[src/rtl/conv_pkg.sv]
// Shared definitions for the convolutional encoder family: default code
// constants, FSM state types and the generic symbol function.
package conv_pkg;

  localparam int MAX_K = 9;
  localparam int MAX_N = 4;
  localparam int K_DEF = 3;
  localparam int N_DEF = 2;
  localparam logic [5:0] G_75 = {3'b101, 3'b111};

  typedef enum logic {S_DATA, S_TAIL} conv_state_e;

  // Whole FSM state kept in one struct so checkers can bind to a single signal.
  typedef struct packed {
    conv_state_e state;
    logic [3:0]  tail_cnt;
  } conv_fsm_t;

  // Slice i of g (k bits at i*k) is ANDed with the window and XOR-reduced.
  // The window is zero above bit k-1, so bits of the neighbouring slice drop out.
  function automatic logic [MAX_N-1:0] conv_sym(input logic [MAX_K-1:0]       window,
                                               input logic [MAX_N*MAX_K-1:0] g,
                                               input int                     k,
                                               input int                     n);
    logic [MAX_N-1:0] sym;
    logic [MAX_K-1:0] slice;
    sym = '0;
    for (int i = 0; i < MAX_N; i++) begin
      if (i < n) begin
        slice = MAX_K'(g >> (i * k));
        sym   = sym | (MAX_N'(^(slice & window)) << i);
      end
    end
    return sym;
  endfunction

endpackage

[src/rtl/conv_branch_metric_gen.sv]
// Combinational symbol generator: maps a K-bit window {u, sr} to the N-bit
// code symbol. Shared with the Viterbi branch-metric unit.
module conv_branch_metric_gen
  import conv_pkg::*;
#(
  parameter int           K = K_DEF,
  parameter int           N = N_DEF,
  parameter logic [N*K-1:0] G = G_75
) (
  input  logic [K-1:0] window,
  output logic [N-1:0] sym
);

  logic [MAX_K-1:0]       window_ext;
  logic [MAX_N*MAX_K-1:0] g_ext;
  logic [MAX_N-1:0]       sym_full;

  always_comb begin
    window_ext          = '0;
    window_ext[K-1:0]   = window;
    g_ext               = '0;
    g_ext[N*K-1:0]      = G;
    sym_full            = conv_sym(window_ext, g_ext, K, N);
  end

  assign sym = sym_full[N-1:0];

  if (N < MAX_N) begin : g_hi
    logic unused_sym_hi;
    assign unused_sym_hi = ^sym_full[MAX_N-1:N];
  end

endmodule

[src/rtl/conv_encoder_param.sv]
// Rate-1/N, constraint-length-K convolutional encoder with framed valid/ready
// streams, optional zero-tail termination and a completed-frame counter.
module conv_encoder_param
  import conv_pkg::*;
#(
  parameter int             K         = K_DEF,
  parameter int             N         = N_DEF,
  parameter logic [N*K-1:0] G         = G_75,
  parameter bit             TERMINATE = 1'b1,
  parameter int             CNT_W     = 16
) (
  input  logic             clk20M_sig,
  input  logic             reset_sig,
  input  logic             in_valid,
  output logic             in_ready,
  input  logic             in_bit,
  input  logic             in_last,
  output logic             out_valid,
  input  logic             out_ready,
  output logic [N-1:0]     out_sym,
  output logic             out_last,
  output logic             busy,
  output logic [CNT_W-1:0] frame_cnt
);

  if (K < 2 || K > MAX_K || N < 2 || N > MAX_N) begin : g_bad_param
    $error("conv_encoder_param: K must be 2..9 and N must be 2..4");
  end

  localparam int SW = K - 1;

  // Handshake: a transfer happens on a rising edge where valid && ready are both
  // high; valid never depends on ready, and a valid output holds its payload
  // stable until it is taken.
  conv_fsm_t        fsm_q, fsm_d;
  logic [SW-1:0]    sr_q, sr_d;
  logic             out_valid_q, out_valid_d;
  logic [N-1:0]     out_sym_q, out_sym_d;
  logic             out_last_q, out_last_d;
  logic             busy_q, busy_d;
  logic [CNT_W-1:0] frame_cnt_q, frame_cnt_d;

  logic             advance;
  logic             take;
  logic             tail_step;
  logic             frame_done;
  logic             u;
  logic [K-1:0]     window;
  logic [SW-1:0]    sr_shift;
  logic [N-1:0]     sym;

  always_comb begin
    advance    = !out_valid_q || out_ready;
    in_ready   = !reset_sig && (fsm_q.state == S_DATA) && advance;
    take       = in_valid && in_ready;
    tail_step  = (fsm_q.state == S_TAIL) && advance;
    frame_done = out_valid_q && out_ready && out_last_q;
    u          = (fsm_q.state == S_TAIL) ? 1'b0 : in_bit;
    window     = {u, sr_q};
    sr_shift   = window[K-1:1];
  end

  conv_branch_metric_gen #(
    .K (K),
    .N (N),
    .G (G)
  ) u_gen (
    .window (window),
    .sym    (sym)
  );

  always_comb begin
    fsm_d       = fsm_q;
    sr_d        = sr_q;
    out_valid_d = out_valid_q;
    out_sym_d   = out_sym_q;
    out_last_d  = out_last_q;
    busy_d      = busy_q;
    frame_cnt_d = frame_cnt_q;

    if (advance) begin
      out_valid_d = 1'b0;
      out_last_d  = 1'b0;
    end

    if (take) begin
      out_valid_d = 1'b1;
      out_sym_d   = sym;
      sr_d        = sr_shift;
      if (in_last) begin
        if (TERMINATE) begin
          fsm_d.state    = S_TAIL;
          fsm_d.tail_cnt = 4'(K - 1);
        end else begin
          out_last_d = 1'b1;
          sr_d       = '0;
        end
      end
    end else if (tail_step) begin
      out_valid_d    = 1'b1;
      out_sym_d      = sym;
      sr_d           = sr_shift;
      fsm_d.tail_cnt = fsm_q.tail_cnt - 4'd1;
      // After K-1 zero shifts sr_shift is already all-zero here.
      if (fsm_q.tail_cnt == 4'd1) begin
        out_last_d  = 1'b1;
        fsm_d.state = S_DATA;
      end
    end

    if (frame_done) begin
      frame_cnt_d = frame_cnt_q + CNT_W'(1);
      busy_d      = 1'b0;
    end
    // A new frame starting in the same cycle keeps busy asserted.
    if (take) begin
      busy_d = 1'b1;
    end
  end

  always_ff @(posedge clk20M_sig) begin
    if (reset_sig) begin
      fsm_q       <= '{state: S_DATA, tail_cnt: 4'd0};
      sr_q        <= '0;
      out_valid_q <= 1'b0;
      out_sym_q   <= '0;
      out_last_q  <= 1'b0;
      busy_q      <= 1'b0;
      frame_cnt_q <= '0;
    end else begin
      fsm_q       <= fsm_d;
      sr_q        <= sr_d;
      out_valid_q <= out_valid_d;
      out_sym_q   <= out_sym_d;
      out_last_q  <= out_last_d;
      busy_q      <= busy_d;
      frame_cnt_q <= frame_cnt_d;
    end
  end

  assign out_valid = out_valid_q;
  assign out_sym   = out_sym_q;
  assign out_last  = out_last_q;
  assign busy      = busy_q;
  assign frame_cnt = frame_cnt_q;

endmodule

[config.mk]
export PLATFORM = sky130hd
export DESIGN_NAME = conv_encoder_param
export DESIGN_NICKNAME = d
export VERILOG_FILES = /design/src/rtl/conv_pkg.sv /design/src/rtl/conv_branch_metric_gen.sv /design/src/rtl/conv_encoder_param.sv
export SDC_FILE = /design/constraint.sdc
export NUM_CORES = 1
export LEC_CHECK = 0
export ABC_AREA = 1
export CORE_ASPECT_RATIO = 0.75
export CORE_MARGIN = 3
export CORE_UTILIZATION = 45
export CTS_CLUSTER_SIZE = 24
export DETAILED_ROUTE_END_ITERATION = 6
export PLACE_DENSITY = 0.74
export SYNTH_ARGS = -nofsm -noshare
export SYNTH_HDL_FRONTEND = slang
export SYNTH_SLANG_ARGS = --single-unit
[constraint.sdc]
create_clock -name clk20M_sig -period 1.3 [get_ports clk20M_sig]
set_clock_uncertainty 0.05 [all_clocks]
set_input_delay 0.39 -clock clk20M_sig [delete_from_list [all_inputs] [get_ports clk20M_sig]]
set_output_delay 0.39 -clock clk20M_sig [all_outputs]
set_load 0.02 [all_outputs]
==> results.md, run 1 <==
* Clk slew on worst S/H paths at about 0.090 ns
* Status: complete, but fails checks
* Max Clock Freq at between 600 and 700 MHz
* Crit. Startpoint: out_ready
* Worst vdd ir at around 0.67 mV
* Ys flop type: dfxtp_1
* DPL Wire Length at about 2600 µm
* Failing checks: setup timing
* Largest family of logic cells by synthesized area: simple AND/OR/NAND/NOR gates
* Post-synthesis mux area share at 0%
* Vias in the first global route at 1400
* First-pass GRT wire length at 6051 µm
* Number of synthesized flops with an enable pin at 0
* Post-DR wirelength/cell at between 10 and 15 µm
* Synthesized net count at 200
* Synthesis-stage register bit count at 28
* Compound-Gate Fraction of Synth Area at around 8.9%
* CP Launch Type: primary input
* Min-delay src: busy
* DRC at 0
* Die area at between 0.003 and 0.004 mm²
* Min Hold Slack at approximately 0.43 ns
* Fillers at 188
* CTS max path bufs at 2
* Lkg Pwr at around 0.00094 µW
* R2R Path Start: out_valid
* Initial core utilization at between 40 and 50%
* Crit path max-delay cell type: clkdlybuf4s15_2
* Gate count of the mapped netlist at around 190
* CTS tree: yes
* Worst path arrival time at 1.01 ns
* Antenna violations before repair at 0
* Num CTS Buffers at 3
* Vias/cell at just over 5
* Synth Area per Inst at between 7 and 8 µm²
* Synth top cells by count: nand2_1 (42), dfxtp_1 (28), nor2_1 (28)
* CP peak stage delay at around 0.19 ns
* DP Area at around 0.0019 mm²
* Area Overhead vs Synth at 55.79%
* Fin crit share at 111.5%
* RSZ-0062 raised after global routing: yes
* Tmin final at ~1.4 ns
* Worst Max-Slew Pin Slew at 0.3078 ns
* Setup violations, final at 9
* Routed WL at 3971 µm
* GRT Overall Usage at between 20% and 30%
* Setup slack after layout at -0.1499 ns
* Worst-Skew Late Latency at around 0.28 ns
* Yosys warning count at 0
* Placed cell count at around 280
* Pwr per Cell Area at between 800 and 900 mW/mm²
* Crit. End Element: output pin
* RD Place Congestion at around 0.84
* CP required at around 0.86 ns
* Fin area at about 0.0021 mm²
* I/O pins at 28
* Clock sink count at 28
* Unique masters post-synth at 20
* Root buf cell: clkbuf_8
* Seq/Total Area, Yosys at 41.52%
* Largest net degree at the start of global routing at 17
* Number of hold violations in the final report at 0
* Adder-cell share of the synthesized area at ~2.8%
* Mapped cell area at 0.001350 mm²
* Most common cell in the netlist: nand2_1
* Fin cells at roughly 300
* Post-synth top area cell: dfxtp_1
* Worst slew margin at between 70% and 80%
* Worst min-delay path class: flop to flop
* Die height at between 50 and 60 µm
* Synth top area cells: dfxtp_1 (42%), nand2_1 (12%), nor2_1 (7.8%)
* Synthesized-area fraction occupied by xor and xnor cells at between 5 and 6%
* Grt ovf at 0
* Worst path most repeated cell: inv_2
* FP Rows at 16
* Iteration-0 DRC Markers at approximately 190
* Vias at ~1500
* Crit Path Max Fanout at 2
* Asr flop ratio synth at 0%
* N_diodes at 0
* Final #Nets at around 270
* Simple logic cell fraction of the synthesized area at 34.48%
* Remaining antenna violation count after routing at 0
* H-tree Lvls at 1
* Slew Limit Fails at 0
* Number of detailed-route iterations in the first pass at 4
* CP Class: primary input to output pin
* Yosys top cell area share at 41.52%
* Core area at ~0.0027 mm²
* Worst path cell trace: clkdlybuf4s15_2, inv_2, nand2_2, inv_2, nor3_4, buf_6
* Fraction of layout cells with a size suffix above 1 at around 45%
* Count of input and output buffers at 27
* Max Cap Viol at 0
* DIE WIDTH at 69.25 µm
registers in the layout (all words and copies together), names as in the netlist:
name       count
busy           1
frame_cnt     16
fsm_q          5
out_last       1
out_sym        2
out_valid      1
sr_q           2
kinds of logic (layout without fill, tap and decap cells):
family	after synthesis	after routing
and+or+nand+nor	103	103
DFF	28	28
adders and majority gates	3	3
buffers and inverters	25	97
xor gates and xnor gates	8	8
AOI/OAI and AO/OA	24	24
timing repair:
item                                    in CTS  in global routing
buffers inserted                             8                  5
pin swaps                                   13                 22
resized for setup                          107                 29
hold endpoints to repair                     0                  0
endpoints found under the setup margin      50                 28
hold buffers                                 0                  0
where the power goes:
group	leakage (µW)	internal (µW)	switching (µW)	total, µW
Combinational	0.000676	123	142	265
Clock	0.0000339	336	285	621
Sequential	0.000232	882	22.4	904
Total	0.000942	1340	450	1790
routing by layer:
layer,part of all wire (%),wire length (µm),vias up,track usage (%)
li1,-,-,752,-
met1,42,1663,694,23.21
met2,48,1917,53,38.77
met3,5.9,234,15,5.882
met4,3.9,156,0,7.792
met5,0,0,-,0
worst paths after layout:
kind / to / slack, ns / cells after the start
setup / recovery: in_ready / -0.15 / 6
hold / removal: busy / 0.43 / 2
setup reg to reg: frame_cnt[12] / -0.08 / 8
hold reg to reg: busy / 0.43 / 2
layout by cell type, fill, tap and decap left out, drive strengths merged, types with 5 or more instances in the layout:
| master | n |
|---|---|
| nor2 | 35 |
| inv | 21 |
| a21oi | 16 |
| nor3 | 5 |
| clkbuf | 5 |
| o21ai | 8 |
| nand2 | 44 |
| buf | 66 |
| dfxtp | 28 |
| nand3 | 13 |
| xnor2 | 5 |
through the flow:
stage	TNS [ns]	power [µW]	utilization (%)	setup WS, ns
after floorplan	0	1057	-	0.01792
after global placement	-15.88	1141	71.08	-0.9462
after detailed placement	-16.96	1155	71.08	-0.9449
after CTS	-0.5740	1774	72.22	-0.2145
after global routing	-1.508	1861	76.69	-0.2014
final	-0.4168	1791	76.69	-0.1499
final cells by class:
class / count / area [µm²] / area share, %
Tap cell: 36 / 45.04 / 2.142
Clock buffer: 4 / 66.31 / 3.153
Sequential cell: 28 / 575.6 / 27.36
Inverter: 22 / 86.33 / 4.105
Timing Repair Buffer: 71 / 513.0 / 24.39
Multi-Input combinational cell: 138 / 817.0 / 38.85
worst max-delay path, delay by kind of cell:
family,cells,cell delay [ns]
simple gates,2,0.20
buf+inv,4,0.42
No activity file was read; power rests on OpenSTA's default activity.
==> run 2, diff against run 1 <==
--- a/config.mk
+++ b/config.mk
@@ -6,8 +6,7 @@
 export NUM_CORES = 1
 export LEC_CHECK = 0
 export ABC_AREA = 1
-export CORE_ASPECT_RATIO = 0.75
-export CORE_MARGIN = 3
+export CORE_ASPECT_RATIO = 1.5
 export CORE_UTILIZATION = 45
 export CTS_CLUSTER_SIZE = 24
 export DETAILED_ROUTE_END_ITERATION = 6
==> results.md, run 2 (synthesis gave the netlist of run 1 again) <==
* Status: complete, but fails checks
* Failing checks: setup timing
* Die height at 69.09 µm (+29%)
* Vias/cell at 5.007 (-1.1%)
* Vias in the first global route at 1523 (+8.8%)
* Commonest non-fill, non-tap cell in the layout: buf_4
* Clock sink count at 28 (unchanged)
* Fin area at 0.002008 mm² (-4.5%)
* Slew Limit Fails at 0 (unchanged)
* RD Place Congestion at 0.8614 (+3.1%)
* Grt ovf at 0 (unchanged)
* Largest net degree at the start of global routing at 16 (-1)
* DRC at 0 (unchanged)
* Top delay family on crit path: flip-flops
* Worst path arrival time at 1.01 ns (about the same)
* Fin crit share at 111.3% (-0.21 points)
* N_diodes at 0 (unchanged)
* RSZ-0062 raised after global routing: yes
* Crit Path Max Fanout at 2 (unchanged)
* Root buf cell: clkbuf_8
* Clk slew on worst S/H paths at 0.10 ns (about the same)
* CP peak stage delay at 0.33 ns (+0.14 ns)
* CP Launch Type: flop
* Count of input and output buffers at 27 (unchanged)
* DIE WIDTH at 46.72 µm (-33%)
* Area Overhead vs Synth at 48.75%
* Max Cap Viol at 0 (unchanged)
* Worst slew margin at 80.42% (+1.1 points)
* Initial core utilization at 46.83% (-2.4 points)
* Setup violations, final at 5 (-4)
* Iteration-0 DRC Markers at 38 (-80%)
* Antenna violations before repair at 0 (unchanged)
* Fin cells at 293 (-2.0%)
* Crit path max-delay cell type: dfxtp_2
* Max Clock Freq at 691.0 MHz (+0.19%)
* Setup slack after layout at -0.1472 ns (+0.002731 ns)
* Tmin final at 1.447 ns (-0.002731 ns)
* Post-DR wirelength/cell at 12.16 µm (-8.5%)
* DPL Wire Length at 2606 µm (+0.83%)
* Num CTS Buffers at 3 (unchanged)
* Fraction of layout cells with a size suffix above 1 at 42.91% (-2.3 points)
* Worst min-delay path class: flop to flop
* Worst path cell trace: nand2_2, inv_2, nor3_4, buf_6
* Lkg Pwr at 0.0009109 µW (-3.3%)
* CP Class: flop to output pin
* Fillers at 244 (+30%)
* DP Area at 0.001918 mm² (-1.6%)
* FF/Latch Area at 576.8 µm² (+0.22%)
* Highest-count cells in the layout ignoring fill and taps: buf_4 (33), nand2_1 (30), nor2_1 (24)
* Crit. End Element: output pin
* Remaining antenna violation count after routing at 0 (unchanged)
* GRT Overall Usage at 24.06% (+3.1 points)
* FP Rows at 24 (+8)
* Worst-Skew Late Latency at 0.27 ns (about the same)
* H-tree Lvls at 1 (unchanged)
* Worst vdd ir at 0.6597 mV (-1.6%)
* Vias at 1467 (-3.1%)
* Final #Nets at 264 (-3.3%)
* CP required at 0.86 ns (about the same)
* Buf/Inv on CP at 2 (-2)
* Multi-input gate area at 815.8 µm² (-0.15%)
* CTS max path bufs at 2 (unchanged)
* Number of detailed-route iterations in the first pass at 4 (unchanged)
* Placed cell count at 284 (unchanged)
* Number of hold violations in the final report at 0 (unchanged)
* Largest register FFs at 16 (unchanged)
* Die area at 0.003228 mm² (-13%)
* CTS tree: yes
* I/O pins at 28 (unchanged)
* First-pass GRT wire length at 5858 µm (-3.2%)
* Routed WL at 3562 µm (-10%)
* Min Hold Slack at 0.4287 ns (+0.003280 ns)
* Pwr per Cell Area at 809.4 mW/mm² (-5.0%)
* Core area at 0.002883 mm² (+5.1%)
* Worst Max-Slew Pin Slew at 0.2931 ns (-0.01466 ns)
## run 2: metal layers
layer,GRT usage (%),vias up,part of all wire (%)
met2,45.22,32,60
met4,12.06,0,1.6
met1,23.34,694,36
li1,-,735,-
met5,0,-,0
met3,2.356,6,2.7
## run 2: area by class of cell
cell class | count | share of cell area (%)
Timing Repair Buffer | 62 | 21.68
Inverter | 22 | 4.299
Tap cell | 39 | 2.430
Clock buffer | 4 | 2.243
Multi-Input combinational cell | 138 | 40.62
Sequential cell | 28 | 28.72
## run 2: tightest hold or removal path, stage by stage (launching register included)
cell and delay [ns]:
dfxtp_1 0.33, nand2_1 0.06, a21oi_1 0.05
## run 2: final timing paths
check	startpoint	end	slack [ns]	cells past startpoint
worst max-delay path	out_valid	in_ready	-0.15	4
worst min-delay path	busy	busy	0.43	2
worst max register to register	out_valid	frame_cnt[8]	-0.06	8
worst min register to register	busy	busy	0.43	2
## run 2: what timing repair did
| action | CTS | global route |
|---|---|---|
| buffers inserted | 3 | 2 |
| pin swaps | 15 | 12 |
| resized for setup | 115 | 21 |
| hold buffers | 0 | 0 |
| endpoints found under the setup margin | 50 | 20 |
## run 2: power by group
part / internal, µW / switching, µW / total, µW
clock: 220 / 263 / 483
combinational: 106 / 132 / 238
sequential: 882 / 22.7 / 905
## run 2: per-stage QoR
| stage | util [%] | TNS (ns) | total power (µW) | setup slack (ns) |
|---|---|---|---|---|
| finish | 69.66 | -0.2511 | 1625 | -0.1472 |
| global route | 69.66 | -1.011 | 1691 | -0.1847 |
| CTS | 67.27 | -0.2182 | 1619 | -0.1407 |
| detailed placement | 66.54 | -17.21 | 1149 | -0.9926 |
| global placement | 66.54 | -15.40 | 1136 | -0.9032 |
| floorplan | - | 0 | 1057 | 0.01792 |
==> run 3, diff against run 2 <==
--- a/config.mk
+++ b/config.mk
@@ -11,6 +11,7 @@
 export CTS_CLUSTER_SIZE = 24
 export DETAILED_ROUTE_END_ITERATION = 6
 export PLACE_DENSITY = 0.74
+export SLEW_MARGIN = 20
 export SYNTH_ARGS = -nofsm -noshare
 export SYNTH_HDL_FRONTEND = slang
 export SYNTH_SLANG_ARGS = --single-unit
==> results of run 3 <==
The final DEF is identical to that of run 2; final timing and power are the same.
